`src/rtl/weight_noc_streamer.sv`:
```
`default_nettype none
// ============================================================================
// Module      : weight_noc_streamer
// Description : Walks a 4-D weight tensor (filter, channel, row, col) in the
//               GLB. It issues one read per word and packs the returned words
//               into tagged beats. A skid buffer holds beats for a
//               ready/valid NoC output.
// Revision    : 1.0 - initial release
// ============================================================================
module weight_noc_streamer #(
  parameter int DATA_WIDTH    = 16,
  parameter int PACK          = 4,
  parameter int ADDR_WIDTH    = 20,
  parameter int DIM_WIDTH     = 8,
  parameter int RD_LATENCY    = 1,
  parameter int SKID_BEATS    = 4,
  parameter int ROW_TAG_WIDTH = 4,
  parameter int COL_TAG_WIDTH = 4
) (
  input  logic                       clk,
  input  logic                       reset,
  input  logic                       start,
  output logic                       busy,
  output logic                       done,
  input  logic [ADDR_WIDTH-1:0]      base_addr,
  input  logic [DIM_WIDTH-1:0]       num_f,
  input  logic [DIM_WIDTH-1:0]       num_c,
  input  logic [DIM_WIDTH-1:0]       R,
  input  logic [DIM_WIDTH-1:0]       S,
  input  logic [DIM_WIDTH-1:0]       r_grp,
  input  logic [DIM_WIDTH-1:0]       t_grp,
  output logic                       re,
  output logic [ADDR_WIDTH-1:0]      addr,
  input  logic [DATA_WIDTH-1:0]      rdata,
  output logic                       out_valid,
  input  logic                       out_ready,
  output logic [DATA_WIDTH*PACK-1:0] out_data,
  output logic [PACK-1:0]            out_mask,
  output logic [ROW_TAG_WIDTH-1:0]   row_tag,
  output logic [COL_TAG_WIDTH-1:0]   col_tag
);

  localparam int LANE_W = (PACK > 1) ? $clog2(PACK) : 1;
  localparam int RB_W   = 2 * DIM_WIDTH + ROW_TAG_WIDTH;
  localparam int CNT_W  = $clog2(SKID_BEATS + 1) + 1;
  localparam int PTR_W  = (SKID_BEATS > 1) ? $clog2(SKID_BEATS) : 1;
  localparam int SB_W   = LANE_W + 2 + ROW_TAG_WIDTH + COL_TAG_WIDTH;
  localparam int DW_ALL = DATA_WIDTH * PACK;
  localparam int ENT_W  = DW_ALL + PACK + COL_TAG_WIDTH + ROW_TAG_WIDTH + 1;
  localparam logic [DIM_WIDTH-1:0] DIM_ONE = DIM_WIDTH'(1);

  typedef enum logic [1:0] {IDLE = 2'd0, ISSUE = 2'd1, DRAIN = 2'd2} state_t;

  state_t                 state_q, state_d;
  logic                   zero_q, zero_d, done_q, done_d;
  logic [ADDR_WIDTH-1:0]  addr_q, addr_d;
  logic [DIM_WIDTH-1:0]   nf_q, nf_d, nc_q, nc_d, nr_q, nr_d, ns_q, ns_d, rg_q, rg_d, tg_q, tg_d;
  logic [DIM_WIDTH-1:0]   f_q, f_d, c_q, c_d, row_q, row_d, col_q, col_d, cmod_q, cmod_d, fmod_q, fmod_d;
  logic [RB_W-1:0]        rowbase_q, rowbase_d;
  logic [LANE_W-1:0]      lane_q, lane_d;
  logic [CNT_W-1:0]       resv_q, resv_d, cnt_q, cnt_d;
  logic [RD_LATENCY-1:0]  pipe_vld_q, pipe_vld_d;
  logic [SB_W-1:0]        pipe_sb_q [RD_LATENCY];
  logic [SB_W-1:0]        pipe_sb_d [RD_LATENCY];
  logic [DW_ALL-1:0]      pack_data_q, pack_data_d, merged_data;
  logic [PACK-1:0]        pack_mask_q, pack_mask_d, merged_mask;
  logic [PTR_W-1:0]       wr_q, wr_d, rd_q, rd_d;
  logic [ENT_W-1:0]       mem_q [SKID_BEATS];

  // Issue-side decode of where the walk stands.
  logic                     last_col, last_row, last_c, last_f, last_issue, close_now;
  logic [ROW_TAG_WIDTH-1:0] rtag_now;
  logic [COL_TAG_WIDTH-1:0] ctag_now;
  logic [SB_W-1:0]          sb_now;
  // Return-side sideband of the word arriving on rdata this cycle.
  logic                     arr_vld, arr_close, arr_last;
  logic [SB_W-1:0]          arr_sb;
  logic [LANE_W-1:0]        arr_lane;
  logic [ROW_TAG_WIDTH-1:0] arr_rtag;
  logic [COL_TAG_WIDTH-1:0] arr_ctag;
  logic                     push, pop, pop_last;
  logic [ENT_W-1:0]         head, entry;

  assign last_col   = (col_q == ns_q - DIM_ONE);
  assign last_row   = (row_q == nr_q - DIM_ONE);
  assign last_c     = (c_q == nc_q - DIM_ONE);
  assign last_f     = (f_q == nf_q - DIM_ONE);
  assign last_issue = last_col && last_row && last_c && last_f;
  assign close_now  = (lane_q == LANE_W'(PACK - 1)) || last_col;
  assign rtag_now   = ROW_TAG_WIDTH'(rowbase_q + RB_W'(row_q));
  assign ctag_now   = COL_TAG_WIDTH'(fmod_q);
  assign sb_now     = {lane_q, close_now, last_issue, rtag_now, ctag_now};

  // A new beat is only opened while a buffer slot can be reserved for it.
  assign re   = (state_q == ISSUE) && ((lane_q != '0) || (resv_q < CNT_W'(SKID_BEATS)));
  assign addr = addr_q;
  assign busy = (state_q != IDLE);
  assign done = done_q;

  assign arr_vld   = pipe_vld_q[RD_LATENCY-1];
  assign arr_sb    = pipe_sb_q[RD_LATENCY-1];
  assign arr_ctag  = arr_sb[COL_TAG_WIDTH-1:0];
  assign arr_rtag  = arr_sb[COL_TAG_WIDTH +: ROW_TAG_WIDTH];
  assign arr_last  = arr_sb[COL_TAG_WIDTH + ROW_TAG_WIDTH];
  assign arr_close = arr_sb[COL_TAG_WIDTH + ROW_TAG_WIDTH + 1];
  assign arr_lane  = arr_sb[SB_W-1 -: LANE_W];

  assign push      = arr_vld && arr_close;
  assign head      = mem_q[rd_q];
  assign out_valid = (cnt_q != '0);
  assign pop       = out_valid && out_ready;
  assign pop_last  = pop && head[ENT_W-1];
  assign entry     = {arr_last, arr_rtag, arr_ctag, merged_mask, merged_data};

  assign out_data = out_valid ? head[DW_ALL-1:0] : '0;
  assign out_mask = out_valid ? head[DW_ALL +: PACK] : '0;
  assign col_tag  = out_valid ? head[DW_ALL + PACK +: COL_TAG_WIDTH] : '0;
  assign row_tag  = out_valid ? head[DW_ALL + PACK + COL_TAG_WIDTH +: ROW_TAG_WIDTH] : '0;

  // Merge the arriving word into its lane of the partially packed beat.
  always_comb begin
    merged_data = pack_data_q;
    merged_mask = pack_mask_q;
    merged_data[arr_lane*DATA_WIDTH +: DATA_WIDTH] = rdata;
    merged_mask[arr_lane] = 1'b1;
  end

  // Read-latency shift register carrying each read's beat sideband.
  always_comb begin
    pipe_vld_d[0] = re;
    pipe_sb_d[0]  = sb_now;
    for (int k = 1; k < RD_LATENCY; k++) begin
      pipe_vld_d[k] = pipe_vld_q[k-1];
      pipe_sb_d[k]  = pipe_sb_q[k-1];
    end
  end

  // Control FSM, index walk, packing and buffer bookkeeping.
  always_comb begin
    state_d = state_q;  zero_d = zero_q;  done_d = 1'b0;  addr_d = addr_q;
    nf_d = nf_q;  nc_d = nc_q;  nr_d = nr_q;  ns_d = ns_q;  rg_d = rg_q;  tg_d = tg_q;
    f_d = f_q;  c_d = c_q;  row_d = row_q;  col_d = col_q;  cmod_d = cmod_q;  fmod_d = fmod_q;
    rowbase_d = rowbase_q;  lane_d = lane_q;  resv_d = resv_q;  cnt_d = cnt_q;
    pack_data_d = pack_data_q;  pack_mask_d = pack_mask_q;  wr_d = wr_q;  rd_d = rd_q;
    case (state_q)
      IDLE: if (start) begin
        nf_d = num_f;  nc_d = num_c;  nr_d = R;  ns_d = S;
        rg_d = (r_grp == '0) ? DIM_ONE : r_grp;
        tg_d = (t_grp == '0) ? DIM_ONE : t_grp;
        addr_d = base_addr;
        f_d = '0;  c_d = '0;  row_d = '0;  col_d = '0;
        cmod_d = '0;  fmod_d = '0;  rowbase_d = '0;  lane_d = '0;
        if ((num_f == '0) || (num_c == '0) || (R == '0) || (S == '0)) begin
          state_d = DRAIN;  zero_d = 1'b1;  done_d = 1'b1;
        end else begin
          state_d = ISSUE;  zero_d = 1'b0;
        end
      end
      ISSUE: if (re) begin
        addr_d = addr_q + ADDR_WIDTH'(1);
        lane_d = close_now ? '0 : lane_q + LANE_W'(1);
        col_d  = col_q + DIM_ONE;
        if (last_col) begin
          col_d = '0;
          row_d = row_q + DIM_ONE;
          if (last_row) begin
            row_d = '0;
            c_d   = c_q + DIM_ONE;
            if (cmod_q == rg_q - DIM_ONE) begin
              cmod_d = '0;  rowbase_d = '0;
            end else begin
              cmod_d = cmod_q + DIM_ONE;  rowbase_d = rowbase_q + RB_W'(nr_q);
            end
            if (last_c) begin
              c_d = '0;  cmod_d = '0;  rowbase_d = '0;
              f_d = f_q + DIM_ONE;
              fmod_d = (fmod_q == tg_q - DIM_ONE) ? '0 : fmod_q + DIM_ONE;
              if (last_f) state_d = DRAIN;
            end
          end
        end
      end
      DRAIN: if (zero_q) state_d = IDLE;
      default: state_d = IDLE;
    endcase

    if (arr_vld) begin
      pack_data_d = arr_close ? '0 : merged_data;
      pack_mask_d = arr_close ? '0 : merged_mask;
    end
    if (push) wr_d = (wr_q == PTR_W'(SKID_BEATS - 1)) ? '0 : wr_q + PTR_W'(1);
    if (pop)  rd_d = (rd_q == PTR_W'(SKID_BEATS - 1)) ? '0 : rd_q + PTR_W'(1);
    case ({push, pop})
      2'b10:   cnt_d = cnt_q + CNT_W'(1);
      2'b01:   cnt_d = cnt_q - CNT_W'(1);
      default: cnt_d = cnt_q;
    endcase
    case ({re && (lane_q == '0), pop})
      2'b10:   resv_d = resv_q + CNT_W'(1);
      2'b01:   resv_d = resv_q - CNT_W'(1);
      default: resv_d = resv_q;
    endcase
    if (pop_last) begin
      state_d = IDLE;  done_d = 1'b1;
    end
  end

  // State registers; reset also flushes any reads still in flight.
  always_ff @(posedge clk or posedge reset) begin
    if (reset) begin
      state_q <= IDLE;  zero_q <= 1'b0;  done_q <= 1'b0;  addr_q <= '0;
      nf_q <= '0;  nc_q <= '0;  nr_q <= '0;  ns_q <= '0;  rg_q <= '0;  tg_q <= '0;
      f_q <= '0;  c_q <= '0;  row_q <= '0;  col_q <= '0;  cmod_q <= '0;  fmod_q <= '0;
      rowbase_q <= '0;  lane_q <= '0;  resv_q <= '0;  cnt_q <= '0;
      pipe_vld_q <= '0;  pack_data_q <= '0;  pack_mask_q <= '0;  wr_q <= '0;  rd_q <= '0;
      for (int k = 0; k < RD_LATENCY; k++) pipe_sb_q[k] <= '0;
    end else begin
      state_q <= state_d;  zero_q <= zero_d;  done_q <= done_d;  addr_q <= addr_d;
      nf_q <= nf_d;  nc_q <= nc_d;  nr_q <= nr_d;  ns_q <= ns_d;  rg_q <= rg_d;  tg_q <= tg_d;
      f_q <= f_d;  c_q <= c_d;  row_q <= row_d;  col_q <= col_d;  cmod_q <= cmod_d;  fmod_q <= fmod_d;
      rowbase_q <= rowbase_d;  lane_q <= lane_d;  resv_q <= resv_d;  cnt_q <= cnt_d;
      pipe_vld_q <= pipe_vld_d;  pack_data_q <= pack_data_d;  pack_mask_q <= pack_mask_d;
      wr_q <= wr_d;  rd_q <= rd_d;
      for (int k = 0; k < RD_LATENCY; k++) pipe_sb_q[k] <= pipe_sb_d[k];
    end
  end

  // Skid buffer storage; occupancy is tracked by cnt_q, so no reset needed.
  always_ff @(posedge clk) begin
    if (push) mem_q[wr_q] <= entry;
  end

endmodule
`default_nettype wire

```
`config.mk`:
```
export PLATFORM = sky130hd
export DESIGN_NAME = weight_noc_streamer
export DESIGN_NICKNAME = d
export VERILOG_FILES = /design/src/rtl/weight_noc_streamer.sv
export SDC_FILE = /design/constraint.sdc
export NUM_CORES = 1
export LEC_CHECK = 0
export ABC_AREA = 0
export CORE_AREA = 2 2 233 235
export CTS_BUF_LIST = sky130_fd_sc_hd__clkbuf_8
export DETAILED_ROUTE_END_ITERATION = 8
export DIE_AREA = 0 0 235 237
export HOLD_SLACK_MARGIN = 0.08
export PLACE_DENSITY = 0.69
export REMOVE_ABC_BUFFERS = 1
export SYNTH_ARGS = -nofsm -noshare
export SYNTH_HDL_FRONTEND = slang
export SYNTH_SLANG_ARGS = --single-unit
```
`constraint.sdc`:
```
create_clock -name clk -period 10 [get_ports clk]
set_input_delay 2 -clock clk [delete_from_list [all_inputs] [get_ports clk]]
set_output_delay 2 -clock clk [all_outputs]
set_load 0.05 [all_outputs]
```
[Yosys cells after proc, flatten, opt, wreduce, memory -nomap -nowiden]
Memories as Yosys holds them, arrays and structs flattened.
Index checks and enable logic that the tools add are counted.
Storage, ports and cells
  flip-flop bits (word level): 235
  bits in writable memories: 308
  output and inout bits: 100
  word-level logic and storage cells: 192
  memories kept: 1
Memory list
  mem_q: depth 4, width 77, read ports 1, clocked after memory_dff 0, wr ports 1, line 68  | logic [ENT_W-1:0] mem_q [SKID_BEATS];
Cells by class
  $add $sub $neg: 23
  $lt $le $gt $ge: 3
  eq/ne operators: 27
  shifts and indexed selects: 2
  muxes and demuxes: 75
  bitwise gates (word level): 1
  reduce and logical (&&, ||, !) cells: 34
Operators by type and width (number)
  $mux W8: 26
  $mux W20: 8
  $mux W64: 2
  $pmux W8 S2: 6
  $pmux W20 S2: 2
  $bwmux W64: 1
  $shift A16 B34 Y64 const A: 1
  $shiftx A16 B34 Y64: 1
  $add A8 B1 Y8 const B: 6
  $eq A8 B8 Y1: 6
  $logic_not A8 Y1: 6
  $sub A8 B1 Y8 const B: 6
  $neg A6 Y34: 1
  $mux W2: 14
  $ne A3 B3 Y1 const B: 7
  $add A20 B1 Y20 const B: 1
  $add A20 B8 Y20: 1
  $mux W4: 4
  $pmux W4 S2: 2
  $eq A2 B2 Y1 const B: 6
  $ne A2 B2 Y1 const B: 5
  $reduce_bool A2 Y1: 5
  $logic_and A1 B1 Y1: 9
  $add A4 B1 Y4 const B: 2
  other kinds (21): 37

[Logic depth before layout (Yosys ltp)]
Gate-level depths: netlist of the first run.
  depth in word-level cells: 9
  mapped depth: 12
  gate-level depth less buffers: 12

[Least setup slack after synthesis of the first run]
No wires, ideal clock.
  kind: register to output
  start point: reg rd_q[0]
  end point: out col_tag[0]
  arrival time: 2.445 ns
  data required time: 8.000 ns
  path slack: 5.555 ns
  cell stages (with the launch flop): 6
  path buffers: 3
  path through: dfrtp_1 -> clkbuf_1 -> buf_1 -> buf_1 -> mux4_2 -> and2_1
Between the ends
  cells in the longest elaborated chain, start to end: 2
RTL lines
  start, declared: line 67  | logic [PTR_W-1:0] wr_q, wr_d, rd_q, rd_d;
  start signal, assigned: line 223  | wr_q <= wr_d; rd_q <= rd_d;
  $mem_v2 Z4 W77
  $mux W4: line 117  | assign col_tag = out_valid ? head[DW_ALL + PACK +: COL_TAG_WIDTH] : '0;
  end, declared: line 40  | output logic [COL_TAG_WIDTH-1:0] col_tag
Every way passes these cells.

[Worst setup path after layout of the first run]
  start point: reg rd_q[0]
  end point: out out_mask[1]
Between the ends
  cells in the longest elaborated chain, start to end: 2
RTL lines
  $mem_v2 Z4 W77
  $mux W4: line 116  | assign out_mask = out_valid ? head[DW_ALL +: PACK] : '0;
  end, declared: line 38  | output logic [PACK-1:0] out_mask,
Every way passes these cells.

==> impl_results.md, run 1 <==
- Worst path arrival time: 3.88 ns
- Register cell area after layout: 14740 µm²
- Min Hold Slack: 0.4206 ns
- Compound-cell area share of the yosys netlist: 0.1007
- Number of violations reported at the end of detailed-routing iteration 0: 1038
- Count of unique library cells instantiated by Yosys: 68
- Worst hold path stage count: 0
- Mapped Area: 23680 µm²
- Synthesized-area fraction occupied by adder cells: 0.02452
- Nets@finish: 2200
- GRT Total Usage: 0.1907
- Static leakage: 10.57 nW
- Slowest cell on the critical path: sky130_fd_sc_hd__dfrtp_4
- Cell family with the largest share of critical-path delay: buffers and inverters
- Starting utilization of the core area: 0.4444
- Die Footprint: 55700 µm²
- Area occupied by multi-input gates: 8239 µm²
- Share of synthesized area spent on multiplexers: 0.07635
- Worst-Margin Slew: 1.069 ns
- Number of buffers added to fix hold violations after cts: 0
- Routability-driven placement congestion ratio: 0.8320
- Req. time, crit path: 8.00 ns
- Initial antenna violation count: 1
- Post-CTS resize count: 0
- Clock transition at the register clock pins on the worst setup and hold paths after CTS: 0.06 ns
- Root buffer cell: sky130_fd_sc_hd__clkbuf_8
- Achievable Freq: 0.1700 GHz
- GRT Residual Overflow: 0
- Routed WL per cell: 18.58 µm
- Total number of vias: 15554
- Number of H-tree branching levels: 3
- CTS tree: built
- Number of nets with antenna violations after detailed routing: 0
- Min Clock Period, post-route: 5.882 ns
- Input/output buffers: 187
- Number of setup buffers added after CTS: 0
- Synthesized area per cell: 12.72 µm²
- XOR/XNOR Fraction of Synth Area: 0.02626
- Most frequently used cell type in the post-synthesis netlist: sky130_fd_sc_hd__edfxtp_1
- RSZ-0062 raised after global routing: false
- Dominant combinational cell family by area after synthesis: simple AND/OR/NAND/NOR gates
- Crit end category: output port
- Number of clock sinks seen by CTS: 527
- Filler Cells Inserted: 4479
- Chip height: 237 µm
- Vias in the first global route: 15773
- Fraction of layout instances using a drive strength above 1: 0.1196
- Status: completed
- Library cell with the largest summed area after synthesis: sky130_fd_sc_hd__edfxtp_1
- Worst Hold Class: reg -> reg
- #FFs+latches synth: 527
- Basic-gate share of the synthesized area counting and, or, nand and nor cells: 0.1169
- Share of the cycle needed by the critical path after routing: 0.5882
- CP Cell Sequence: buf_4 -> mux4_2 -> and2_1 -> clkdlybuf4s50_1
- Ranking of synthesized cells by area: sky130_fd_sc_hd__edfxtp_1, sky130_fd_sc_hd__dfrtp_1, sky130_fd_sc_hd__mux4_2, sky130_fd_sc_hd__nand2_1, sky130_fd_sc_hd__o21ai_0
- Worst-case headroom to the max-slew limit: 0.2871
- Clock skew: 0.02523 ns
- Power density over cell area: 319.1 nW/µm²
- Number of synthesis warnings: 0
- Std-Cell Core Area: 53280 µm²
- CP bufs+invs: 2
- Crit path kind: reg -> out
- DRT Wirelength: 52.72 mm
- Area added between synthesis and finish: 18.59%
- Delay of the slowest critical-path stage: 1.03 ns
- Final hold violation count: 0
- Maximum net fanout on the critical path: 45
- First-pass GRT wire length: 84.73 mm
- Initial DRT Pass Iterations: 5
- Setup violation total in the final timing report: 0
- Final sum of negative setup slack: 0 ns
- Row count: 85
- Pin count of the biggest net entering global routing: 104
- Asr flop ratio synth: 0.4156
- Main flop type after synthesis: sky130_fd_sc_hd__edfxtp_1
- Top cells by instance count after synthesis: sky130_fd_sc_hd__edfxtp_1, sky130_fd_sc_hd__nand2_1, sky130_fd_sc_hd__dfrtp_1
- Maximum number of buffers from clock root to sink: 3
- Max Slew Vio Count: 0
- Depth of the worst register-to-register path: 9
- IR drop worst, VDD: 0.1980 mV
- Max capacitance violation total: 0
- Clock Latency Late Sink: 0.67 ns
- Cell depth of the worst setup path: 4
- Sequential share of the synthesized area: 0.6220
- Number of top-level design ports: 188
- Cell count after synthesis: 1861
- Count of flip-flops with a built-in enable after synthesis: 308
- Num CTS Buffers: 88
- Share of the synthesized area in the top cell type: 0.3906
- Vias per cell: 5.483
- Kind of start point of the critical path: register
- DP HPWL: 33.33 mm
- Width of the chip: 235 µm
- Number of remaining DRC errors: 0
==> placed cells by master (no fill, tap or decap), types with 5 or more instances in the layout <==
| master | instances |
|---|---|
| sky130_fd_sc_hd__a211oi_1 | 5 |
| sky130_fd_sc_hd__a21o_1 | 9 |
| sky130_fd_sc_hd__a21oi_1 | 57 |
| sky130_fd_sc_hd__a31oi_1 | 17 |
| sky130_fd_sc_hd__and2_1 | 77 |
| sky130_fd_sc_hd__and3_1 | 8 |
| sky130_fd_sc_hd__buf_4 | 22 |
| sky130_fd_sc_hd__clkbuf_8 | 103 |
| sky130_fd_sc_hd__clkdlybuf4s50_1 | 187 |
| sky130_fd_sc_hd__clkinv_1 | 7 |
| sky130_fd_sc_hd__clkinv_2 | 9 |
| sky130_fd_sc_hd__dfrtp_1 | 216 |
| sky130_fd_sc_hd__edfxtp_1 | 308 |
| sky130_fd_sc_hd__ha_1 | 40 |
| sky130_fd_sc_hd__inv_1 | 148 |
| sky130_fd_sc_hd__mux4_2 | 77 |
| sky130_fd_sc_hd__nand2_1 | 249 |
| sky130_fd_sc_hd__nand2b_1 | 16 |
| sky130_fd_sc_hd__nand3_1 | 31 |
| sky130_fd_sc_hd__nand3b_1 | 8 |
| sky130_fd_sc_hd__nand4_1 | 16 |
| sky130_fd_sc_hd__nor2_1 | 51 |
| sky130_fd_sc_hd__nor3_1 | 20 |
| sky130_fd_sc_hd__nor3b_1 | 5 |
| sky130_fd_sc_hd__nor4_1 | 20 |
| sky130_fd_sc_hd__o21ai_0 | 137 |
| sky130_fd_sc_hd__o22ai_1 | 17 |
| sky130_fd_sc_hd__o2bb2ai_1 | 64 |
| sky130_fd_sc_hd__o31ai_1 | 18 |
| sky130_fd_sc_hd__or2_2 | 8 |
| sky130_fd_sc_hd__or3_1 | 8 |
| sky130_fd_sc_hd__or4_1 | 14 |
| sky130_fd_sc_hd__xnor2_1 | 36 |
| sky130_fd_sc_hd__xor2_1 | 35 |
==> final cells by class <==
| cell class | instances | area share |
|---|---|---|
| Sequential cell | 527 | 0.5248 |
| Multi-Input combinational cell | 1128 | 0.2934 |
| Timing Repair Buffer | 209 | 0.07254 |
| Clock buffer | 103 | 0.05048 |
| Tap cell | 696 | 0.03101 |
| Inverter | 114 | 0.01551 |
| Clock inverter | 59 | 0.01212 |
| Antenna cell | 1 | 0.00008911 |
==> kinds of logic (layout without fill, tap and decap cells) <==
group,count (synthesis),in the layout
xor gates and xnor gates,71,71
and+or+nand+nor,559,559
muxes,84,84
DFF,527,527
adders and majority gates,44,44
buffers and inverters,206,485
other,0,1
AOI/OAI and AO/OA,370,370
==> power by group <==
group | switching [mW] | leakage, nW | internal [mW]
sequential | 0.402 | 5.68 | 2.88
clock | 0.853 | 1.04 | 0.998
combinational | 2.40 | 3.85 | 1.43
total | 3.65 | 10.6 | 5.31
==> per-stage QoR <==
step / util / instances / instance area (µm²) / power [mW] / setup slack, ns
after floorplan: - / 1769 / 23320 / 5.976 / 2.007
after global placement: 0.4940 / 2674 / 26320 / 7.060 / 4.722
after detailed placement: 0.4940 / 2674 / 26320 / 7.174 / 4.691
after CTS: 0.5270 / 2836 / 28080 / 9.058 / 3.943
after global routing: 0.5270 / 2837 / 28080 / 9.505 / 3.773
final: 0.5270 / 2837 / 28080 / 8.960 / 4.118
==> per-layer routing <==
| layer | GRT usage | vias up | routed length, µm |
|---|---|---|---|
| met5 | 0 | - | 0 |
| met1 | 0.2524 | 7767 | 22920 |
| met4 | 0.05217 | 0 | 945 |
| met3 | 0.03905 | 93 | 2960 |
| met2 | 0.3209 | 429 | 25890 |
| li1 | - | 7265 | - |
==> worst paths after layout <==
| path | start | to | slack (ns) |
|---|---|---|---|
| setup / recovery | rd_q[0]$_DFFE_PP0P_ | out_mask[1] | 4.12 |
| hold / removal | lane_q[0]$_DFFE_PP0P_ | arr_sb[10]$_DFF_PP0_ | 0.42 |
| setup reg to reg | ns_q[0]$_DFFE_PP0P_ | f_q[0]$_DFFE_PP0P_ | 6.27 |
| hold reg to reg | lane_q[0]$_DFFE_PP0P_ | arr_sb[10]$_DFF_PP0_ | 0.42 |
| max in group asynchronous | reset | arr_vld$_DFF_PP0_ | 6.72 |
| min in group asynchronous | reset | tg_q[4]$_DFFE_PP0P_ | 1.88 |
==> state kept, by name, summed over array words and instances (netlist names), 12 cells and up <==
register     count
addr            20
arr_sb          12
mem_q          308
pack_data_q     64
Power figures use the tool's default switching activity.
==> run 2, diff against run 1 <==
==> constraint.sdc (replaced) <==
create_clock -name clk -period 5.57 [get_ports clk]
set_input_delay 1.114 -clock clk [delete_from_list [all_inputs] [get_ports clk]]
set_output_delay 1.114 -clock clk [all_outputs]
set_load 0.05 [all_outputs]
==> impl_results.md, run 2 (same netlist as run 1, synthesis figures left out) <==
- Status: completed
- Clock transition at the register clock pins on the worst setup and hold paths after CTS: 0.06 ns (about the same)
- Input/output buffers: 187 (unchanged)
- Vias per cell: 5.496 (+0.24%)
- Min Hold Slack: 0.4141 ns (-0.006509 ns)
- Power density over cell area: 576.7 nW/µm² (+81%)
- Worst-case headroom to the max-slew limit: 0.2202 (-0.06690)
- Max Slew Vio Count: 0 (unchanged)
- Clock skew: 0.03154 ns (+0.006309 ns)
- Number of setup buffers added after CTS: 0 (unchanged)
- GRT Residual Overflow: 0 (unchanged)
- Share of the cycle needed by the critical path after routing: 0.8240
- Nets@finish: 2199 (-0.045%)
- RSZ-0062 raised after global routing: false
- Worst reg-to-reg setup slack: 1.76 ns (-4.51 ns)
- Vias in the first global route: 15894 (+0.77%)
- Min Clock Period, post-route: 4.590 ns
- Setup violation total in the final timing report: 0 (unchanged)
- Number of clock sinks seen by CTS: 527 (unchanged)
- Diode insertion count for antenna repair: 0 (-1)
- Number of top-level design ports: 188 (unchanged)
- Final hold violation count: 0 (unchanged)
- Number of H-tree branching levels: 3 (unchanged)
- IR drop worst, VDD: 0.3750 mV (+89%)
- Final sum of negative setup slack: 0 ns (unchanged)
- Initial antenna violation count: 0 (-1)
- Root buffer cell: sky130_fd_sc_hd__clkbuf_8
- Total number of vias: 15575 (+0.14%)
- Number of flip-flops in the largest register: 308 (unchanged)
- Top reg by flops: mem_q
- Die Footprint: 55700 µm² (unchanged)
- CTS tree: built
- DP HPWL: 33.27 mm (-0.20%)
- Row count: 85 (unchanged)
- Width of the chip: 235 µm (unchanged)
- Number of remaining DRC errors: 0 (unchanged)
- Routed WL per cell: 18.78 µm (+1.1%)
- Static leakage: 10.55 nW (-0.20%)
- Req. time, crit path: 4.46 ns (-3.54 ns)
- Worst-Margin Slew: 1.170 ns (+0.1004 ns)
- Initial DRT Pass Iterations: 7 (+2)
- Crit end category: output port
- Fraction of layout instances using a drive strength above 1: 0.1235 (+0.003854)
- Maximum number of buffers from clock root to sink: 3 (unchanged)
- GRT Total Usage: 0.1926 (+0.001862)
- DRT Wirelength: 53.22 mm (+0.95%)
- Max capacitance violation total: 0 (unchanged)
- Num CTS Buffers: 88 (unchanged)
- Clock Latency Late Sink: 0.67 ns (about the same)
- Pin count of the biggest net entering global routing: 114 (+9.6%)
- Worst Hold Class: reg -> reg
- First-pass GRT wire length: 85.43 mm (+0.83%)
- Maximum net fanout on the critical path: 78 (+73%)
- Number of buffers added to fix hold violations after cts: 0 (unchanged)
- Achievable Freq: 0.2179 GHz
- Routability-driven placement congestion ratio: 0.8303 (-0.20%)
- Std-Cell Core Area: 53280 µm² (unchanged)
- Kind of start point of the critical path: register
- Leading cell type in the layout, fill and taps excluded: sky130_fd_sc_hd__edfxtp_1
- Worst path arrival time: 3.48 ns (-0.40 ns)
- Post-CTS resize count: 0 (unchanged)
- Number of nets with antenna violations after detailed routing: 0 (unchanged)
- Starting utilization of the core area: 0.4444 (unchanged)
- Number of violations reported at the end of detailed-routing iteration 0: 942 (-9.2%)
- Top library cells by usage in the layout, fill and taps aside: sky130_fd_sc_hd__edfxtp_1, sky130_fd_sc_hd__nand2_1, sky130_fd_sc_hd__dfrtp_1
- Chip height: 237 µm (unchanged)
- Area added between synthesis and finish: 18.87%
- Crit path kind: reg -> out
==> run 2: worst paths after layout <==
kind | from | endpoint | cells past startpoint
worst max-delay path | cnt_q[0]$_DFFE_PP0P_ | col_tag[0] | 3
worst min-delay path | lane_q[0]$_DFFE_PP0P_ | arr_sb[10]$_DFF_PP0_ | 0
worst max register to register | nc_q[0]$_DFFE_PP0P_ | f_q[0]$_DFFE_PP0P_ | 9
worst min register to register | lane_q[0]$_DFFE_PP0P_ | arr_sb[10]$_DFF_PP0_ | 0
max in group asynchronous | reset | pack_data_q[26]$_DFFE_PP0P_ | 3
min in group asynchronous | reset | arr_sb[5]$_DFF_PP0_ | 2
==> run 2: critical path, cell delays in order, from the launching register on <==
cell	delay, ns
sky130_fd_sc_hd__dfrtp_1	0.42
sky130_fd_sc_hd__or4_2	1.24
sky130_fd_sc_hd__and2_1	0.43
sky130_fd_sc_hd__clkdlybuf4s50_1	0.73
==> run 2: cell type report <==
type / instances / area [µm²]
Clock buffer: 107 / 1473
Clock inverter: 54 / 331.6
Fill cell: 4509 / 25130
Inverter: 114 / 435.4
Multi-Input combinational cell: 1128 / 8245
Sequential cell: 527 / 14740
Tap cell: 696 / 870.8
Timing Repair Buffer: 208 / 2054
==> run 2: per-stage QoR <==
| step | utilization | area [µm²] | cells | total power, mW | setup WS (ns) |
|---|---|---|---|---|---|
| after global routing | 0.5283 | 28150 | 2834 | 17.20 | 0.7511 |
| after global placement | 0.4944 | 26340 | 2673 | 12.72 | 1.636 |
| after CTS | 0.5283 | 28150 | 2834 | 16.41 | 0.8274 |
| final | 0.5283 | 28150 | 2834 | 16.23 | 0.9801 |
| after floorplan | - | 23320 | 1769 | 10.73 | -1.537 |
| after detailed placement | 0.4944 | 26340 | 2673 | 12.95 | 1.580 |
==> run 2: metal layers <==
layer	share of wire	global-route usage	vias up
li1	-	-	7256
met1	0.43	0.2498	7737
met2	0.49	0.3264	490
met3	0.057	0.03929	92
met4	0.023	0.06022	0
met5	0	0	-
==> run 2: power breakdown <==
part | total (mW) | internal (mW) | switching [mW]
sequential | 5.91 | 5.17 | 0.749
clock | 3.41 | 1.85 | 1.56
combinational | 6.91 | 2.59 | 4.33
==> run 3, diff against run 2 <==
==> constraint.sdc (replaced) <==
create_clock -name clk -period 4.8 [get_ports clk]
set_input_delay 0.96 -clock clk [delete_from_list [all_inputs] [get_ports clk]]
set_output_delay 0.96 -clock clk [all_outputs]
set_load 0.05 [all_outputs]
==> impl_results.md, run 3 (same netlist as run 1, synthesis figures left out) <==
- Worst-case headroom to the max-slew limit: 0.2622 (+0.04200)
- Switching power as a share of total power: 0.4102 (+0.001768)
- Die Footprint: 55700 µm² (unchanged)
- Achievable Freq: 0.2262 GHz
- Maximum number of buffers from clock root to sink: 3 (unchanged)
- Post-CTS resize count: 0 (unchanged)
- Worst path arrival time: 3.46 ns (-0.02 ns)
- IR drop worst, VDD: 0.4244 mV (+13%)
- Max Slew Vio Count: 0 (unchanged)
- Routability-driven placement congestion ratio: 0.8116 (-2.3%)
- Clock share of power: 0.203 (-0.007)
- Slowest cell on the critical path: sky130_fd_sc_hd__or4_2
- Clock Latency Late Sink: 0.66 ns (about the same)
- Maximum net fanout on the critical path: 78 (unchanged)
- Width of the chip: 235 µm (unchanged)
- Setup violation total in the final timing report: 0 (unchanged)
- Vias in the first global route: 16022 (+0.81%)
- Number of flip-flops in the largest register: 308 (unchanged)
- Setup slack of the critical path after layout: 0.3797 ns (-0.6005 ns)
- Number of top-level design ports: 188 (unchanged)
- Max capacitance violation total: 0 (unchanged)
- Clock transition at the register clock pins on the worst setup and hold paths after CTS: 0.06 ns (about the same)
- Top library cells by usage in the layout, fill and taps aside: sky130_fd_sc_hd__edfxtp_1, sky130_fd_sc_hd__nand2_1, sky130_fd_sc_hd__dfrtp_1
- Status: completed
- Kind of start point of the critical path: register
- Static leakage: 10.61 nW (+0.52%)
- Power density over cell area: 665.5 nW/µm² (+15%)
- Root buffer cell: sky130_fd_sc_hd__clkbuf_8
- Num CTS Buffers: 89 (+1.1%)
- Starting utilization of the core area: 0.4444 (unchanged)
- Routed WL per cell: 18.70 µm (-0.44%)
- Nets@finish: 2212 (+0.59%)
- Number of H-tree branching levels: 3 (unchanged)
- GRT Residual Overflow: 0 (unchanged)
- Req. time, crit path: 3.84 ns (-0.62 ns)
- DRT Wirelength: 53.30 mm (+0.16%)
- Row count: 85 (unchanged)
- Min Hold Slack: 0.4221 ns (+0.007929 ns)
- Overall power: 18.75 mW (+15%)
- Leading cell type in the layout, fill and taps excluded: sky130_fd_sc_hd__edfxtp_1
- Number of violations reported at the end of detailed-routing iteration 0: 924 (-1.9%)
- Clock skew: 0.01870 ns (-0.01283 ns)
- Number of buffers added to fix hold violations after cts: 0 (unchanged)
- Seq pwr share: 0.366 (+0.002)
- Filler Cells Inserted: 4516 (+0.16%)
- CP Cell Sequence: or4_2 -> and2_1 -> clkdlybuf4s50_1
- Delay of the slowest critical-path stage: 1.22 ns (-0.02 ns)
- Post-Place Cell Area: 26470 µm² (+0.46%)
- CP bufs+invs: 1 (unchanged)
- Pin count of the biggest net entering global routing: 117 (+2.6%)
- First-pass GRT wire length: 86.33 mm (+1.1%)
- Crit path kind: reg -> out
- GRT Total Usage: 0.1939 (+0.001345)
- Worst Hold Class: reg -> reg
- Std-Cell Core Area: 53280 µm² (unchanged)
- Worst Setup Slack post-DPL: 1.037 ns (-0.5437 ns)
- Final non-filler cell area: 28170 µm² (about the same)
- Top reg by flops: mem_q
- Input/output buffers: 187 (unchanged)
- Vias per cell: 5.491 (about the same)
- Min Clock Period, post-route: 4.420 ns
- NetSw: 7.692 mW (+16%)
- RSZ-0062 raised after global routing: false
- Crit end category: output port
- Fraction of layout instances using a drive strength above 1: 0.1216 (-0.001846)
- Area added between synthesis and finish: 18.99% (about the same)
- Chip height: 237 µm (unchanged)
- Worst-Margin Slew: 1.107 ns (-0.06300 ns)
- Share of the cycle needed by the critical path after routing: 0.9209
- Number of nets with antenna violations after detailed routing: 0 (unchanged)
- Final hold violation count: 0 (unchanged)
- Cell family with the largest share of critical-path delay: simple AND/OR/NAND/NOR gates
- Total number of vias: 15654 (+0.51%)
- Initial antenna violation count: 0 (unchanged)
- Relative contribution of combinational cells to total power: 0.431 (+0.005)
- Initial DRT Pass Iterations: 6 (-1)
- Number of clock sinks seen by CTS: 527 (unchanged)
- CTS tree: built
- Number of remaining DRC errors: 0 (unchanged)
- DP HPWL: 33.83 mm (+1.7%)
- Total internal power: 11.06 mW (+15%)
- Number of setup buffers added after CTS: 0 (unchanged)
[run 3: cell count changes in the layout (fill, tap and decap cells not counted), sizes merged]
cell / before / now
diode: 0 / 1
buf: 21 / 33
clkinv: 20 / 25
inv: 142 / 150
clkbuf: 107 / 99
clkinvlp: 4 / 3
[run 3: final cells by class]
cell class / count / area [µm²] / area share
flip-flops and latches: 527 / 14740 / 0.5231
multi-input cells: 1128 / 8239 / 0.2924
repair buffers: 220 / 2182 / 0.07745
clock buffers: 99 / 1363 / 0.04836
well taps: 696 / 870.8 / 0.03091
inverters: 114 / 435.4 / 0.01545
clock inverters: 66 / 344.1 / 0.01221
diodes: 1 / 2.502 / 0.00008882
[run 3: power by group through the flow]
| stage | Clock, mW | Combinational, mW | Sequential, mW |
|---|---|---|---|
| floorplan | 0 | 5.30 | 7.15 |
| global placement | 0 | 7.93 | 6.90 |
| detailed placement | 0 | 8.14 | 6.95 |
| CTS | 3.93 | 8.17 | 6.86 |
| global route | 4.14 | 8.76 | 7.00 |
| finish | 3.81 | 8.08 | 6.86 |
[run 3: per-layer routing]
layer / GRT usage / vias up / routed length [µm]
li1: - / 7305 / -
met1: 0.2543 / 7875 / 23000
met2: 0.3320 / 402 / 26870
met3: 0.03334 / 72 / 2574
met4: 0.05715 / 0 / 861
met5: 0 / - / 0
[run 3: path summary, 6_finish.rpt]
path                                        from  cells after the start               endpoint  slack [ns]
hold / removal             lane_q[0]$_DFFE_PP0P_                      0   arr_sb[10]$_DFF_PP0_        0.42
min in group asynchronous                  reset                      2  cmod_q[6]$_DFFE_PP0P_        0.93
setup / recovery            cnt_q[0]$_DFFE_PP0P_                      3             col_tag[0]        0.38
max in group asynchronous                  reset                      3    nr_q[1]$_DFFE_PP0P_        2.98
setup reg to reg             nr_q[2]$_DFFE_PP0P_                      7     f_q[0]$_DFFE_PP0P_        1.16
hold reg to reg            lane_q[0]$_DFFE_PP0P_                      0   arr_sb[10]$_DFF_PP0_        0.42
[run 3: worst reg2reg max path, delay by kind of cell, from the launching register on]
kind,cells,cell delay [ns]
AOI/OAI and AO/OA,2,0.77
and+or+nand+nor,4,1.88
muxes,1,0.39
DFF,1,0.48
[run 3: per-stage QoR]
stage / instances / utilization / TNS (ns)
2_1_floorplan: 1769 / - / -497.19
3_3_place_gp: 2685 / 0.4967 / 0
3_5_place_dp: 2685 / 0.4967 / 0
4_1_cts: 2850 / 0.5287 / 0
5_1_grt: 2850 / 0.5287 / 0
6_report: 2851 / 0.5288 / 0
==> patch 1 (config.mk and constraints of run 3) <==
Set the parameter `ADDR_WIDTH` to 30 (it was 20).
--- a/src/rtl/weight_noc_streamer.sv
+++ b/src/rtl/weight_noc_streamer.sv
@@ -11,5 +11,5 @@
   parameter int DATA_WIDTH    = 16,
   parameter int PACK          = 4,
-  parameter int ADDR_WIDTH    = 20,
+  parameter int ADDR_WIDTH    = 30,
   parameter int DIM_WIDTH     = 8,
   parameter int RD_LATENCY    = 1,
Ports: changed (resized addr and base_addr); port bits go from 188 to 208. The function was not compared with the original's and may differ.
==> patch 1 against run 3 <==
Sequential power increased by 1%. Sequential cell count rose by 10. Wire length increased by 5.3%. Design area rose by 2.9%. Largest cell class unchanged. Setup slack got worse by 0.037 ns. Area after synthesis up 2.3%. Register-to-register slack got worse by 0.41 ns. Total power grew 4.6%.
==> patch 1: results (changes against run 3) <==
multiInputGateArea_um2: 8527  # +3.5%
synthMuxAreaShare_pct: 7.634  # about the same
clkbuf_count: 96  # -3.0%
pwr-share-comb_pct: 43.7  # +0.6 points
inverters: 113  # -0.88%
clk_share_pct: 6.337  # +0.28 points
slowest_delay_ns: 1.24  # +0.02 ns
place_area_um2: 27150  # +2.6%
nNonClkBuffers: 233  # +5.9%
ys_top_cells_by_count: "308 x edfxtp_1, 260 x nand2_1, 229 x dfrtp_1"
ys_ff_latch: 537  # +1.9%
io_buffers: 207  # +11%
hpwl_mm: 34.72  # +2.6%
placed_cells: 2760  # +2.8%
synth-seq-area-share_pct: 61.84  # -0.36 points
nNetsFinal: 2297  # +3.8%
fin_skew_ns: 0.03031  # +0.01161 ns
peakVddDrop_v: 0.0004187  # -1.4%
ys_async_sr_fraction_pct: 42.64  # +1.1 points
use_met2_pct: 33.77  # +0.57 points
synth-xor-area-share_pct: 3.202  # +0.58 points
wl_met1_mm: 24.51  # +6.6%
yosysUniqueCellTypes: 72  # +5.9%
grt_use_met3_pct: 3.696  # +0.36 points
synth_fa_ha_area_share_pct: 2.397  # -0.055 points
outcome: "completed"
grt_pass1_wl_mm: 89.47  # +3.6%
use_met1_pct: 27.08  # +1.6 points
fin_util_pct: 54.40  # +1.5 points
wl_per_cell_um: 19.19  # +2.6%
p_clk_uw: 4100  # +7.6%
synthTopCellsByArea: "edfxtp_1 38%, dfrtp_1 24%, mux4_2 7.2%"
[patch 1: cell count changes after synthesis, moves of 5 or more]
| cell | before | now |
|---|---|---|
| and2_1 | 77 | 82 |
| or4_1 | 15 | 8 |
| nor2_1 | 53 | 74 |
| a21oi_1 | 57 | 71 |
| o22ai_1 | 17 | 12 |
| o31ai_1 | 18 | 8 |
| nand2_1 | 249 | 260 |
| a31oi_1 | 18 | 8 |
| dfrtp_1 | 219 | 229 |
| xnor2_1 | 36 | 54 |
| o21ai_0 | 137 | 142 |
[patch 1: final timing paths]
path / start / end / slack [ns] / depth (start not counted)
min in group asynchronous: reset / addr[19] / 0.90 / 2
worst min-delay path: lane_q[0] / arr_sb[10] / 0.42 / 0
max in group asynchronous: reset / nc_q[0] / 2.87 / 3
worst max-delay path: cnt_q[0] / row_tag[3] / 0.34 / 3
worst max register to register: ns_q[0] / f_q[7] / 0.75 / 10
worst min register to register: lane_q[0] / arr_sb[10] / 0.42 / 0
==> patch 2 (config.mk and constraints of run 3) <==
Made on the original files. Re-encode `state_t` (3 states) as one-hot, 3 bits wide.
--- a/src/rtl/weight_noc_streamer.sv
+++ b/src/rtl/weight_noc_streamer.sv
@@ -50,5 +50,5 @@
   localparam logic [DIM_WIDTH-1:0] DIM_ONE = DIM_WIDTH'(1);
 
-  typedef enum logic [1:0] {IDLE = 2'd0, ISSUE = 2'd1, DRAIN = 2'd2} state_t;
+  typedef enum logic [2:0] {IDLE = 3'b001, ISSUE = 3'b010, DRAIN = 3'b100} state_t;
 
   state_t                 state_q, state_d;
Check against the original RTL: same outputs for any inputs over 4 cycles, from zero or initial values and one cycle with reset high; so few cycles prove little.
==> patch 2 against run 3 <==
Maximum frequency is 1.7% higher. Wire length is 0.32% lower. Total power is 2.7% lower. Combinational power is 6.2% lower. Design area is 1.2% higher. Setup slack better by 0.073 ns. Sequential cell count is 1 higher. Sequential share of layout area is 0.52 points lower. Area after synthesis is 1.3% higher.
==> patch 2: results (changes against run 3) <==
synthTopCellsByArea: "edfxtp_1 39%, dfrtp_1 23%, mux4_2 7.2%"
yosysUniqueCellTypes: 81  # +19%
nNetsFinal: 2221  # +0.41%
p_leak_uw: 0.01096  # +3.3%
ys_top_cells_by_count: "308 x edfxtp_1, 245 x nand2_1, 219 x dfrtp_1"
cts_buffers: 87  # -2.2%
hpwl_mm: 33.23  # -1.8%
fin_skew_ns: 0.03321  # +0.01451 ns
relSlewSlack_pct: 25.41  # -0.81 points
dr.pass1.iters: 5  # -1
grt_use_met3_pct: 3.614  # +0.28 points
grt_start_max_net_pins: 107  # -8.5%
synth-seq-area-share_pct: 61.53  # -0.67 points
grt_pass1_vias: 16380  # +2.3%
wl_met1_mm: 22.73  # -1.2%
diodes: 0  # -1
drive_above_1_share_pct: 12.67  # +0.50 points
gp_congestion: 0.8256  # +1.7%
arrival_ns: 3.39  # -0.07 ns
syn_area_per_cell_um2: 12.76  # +0.25%
use_met2_pct: 33.21  # about the same
vias: 15700  # +0.26%
use_met1_pct: 25.34  # -0.093 points
grtUsageTotal_pct: 19.49  # +0.099 points
wl_met3_mm: 3.015  # +17%
ys_async_sr_fraction_pct: 41.67  # +0.11 points
outcome: "completed"
slowest_delay_ns: 1.15  # -0.07 ns
wl_per_cell_um: 18.58  # -0.60%
placed_cells: 2696  # +0.41%
[patch 2: cell count changes after synthesis, sizes merged, moves of 5 or more]
cell | before | now
a211oi | 6 | 16
a22o | 1 | 13
a31oi | 18 | 9
buf | 11 | 17
inv | 114 | 122
mux2i | 4 | 9
nand2b | 16 | 9
nor2 | 53 | 68
o21ai | 139 | 124
o2bb2ai | 64 | 69
o31ai | 18 | 9
or2 | 8 | 13
[patch 2: path summary, 6_finish.rpt]
check	startpoint	endpoint	slack (ns)	cells after the start
min reg2reg	lane_q[0]	arr_sb[10]	0.41	0
min in group asynchronous	reset	nc_q[5]	0.85	2
max in group asynchronous	reset	pack_data_q[3]	2.98	3
max reg2reg	nr_q[1]	f_q[0]	1.25	8
max	cnt_q[0]	out_data[30]	0.45	3
min	lane_q[0]	arr_sb[10]	0.41	0
[patch 2: report_power, final]
group	switching [uW]	internal (uW)
Clock	1790	2220
Sequential	732	5920
Combinational	4710	2870
[patch 2: layout make-up]
class                   instances  area [um^2]
multi-input cells            1133         8469
inverters                     122        465.4
fillers                      4385        24770
flip-flops and latches        528        14760
clock inverters                61        401.6
repair buffers                217         2135
well taps                     696        870.8
clock buffers                 102         1404
[patch 2: kinds of logic after synthesis]
family          share of synthesized area [%]
simple gates                            11.60
xor+xnor                                2.797
flops                                   61.53
compound gates                          10.22
mux                                     7.936
buf+inv                                 3.496
fa+ha+maj                               2.421
[patch 2: per-stage QoR]
step,total power [uW],TNS (ns),worst slack (ns),utilization [%],cell area (um^2)
5_1_grt,19320,0,0.2551,53.51,28510
4_1_cts,18440,0,0.3440,53.51,28510
3_3_place_gp,14120,0,1.163,50.12,26700
3_5_place_dp,14360,0,1.085,50.12,26700
6_report,18230,0,0.4530,53.51,28510
2_1_floorplan,12030,-858.34,-4.883,-,23600
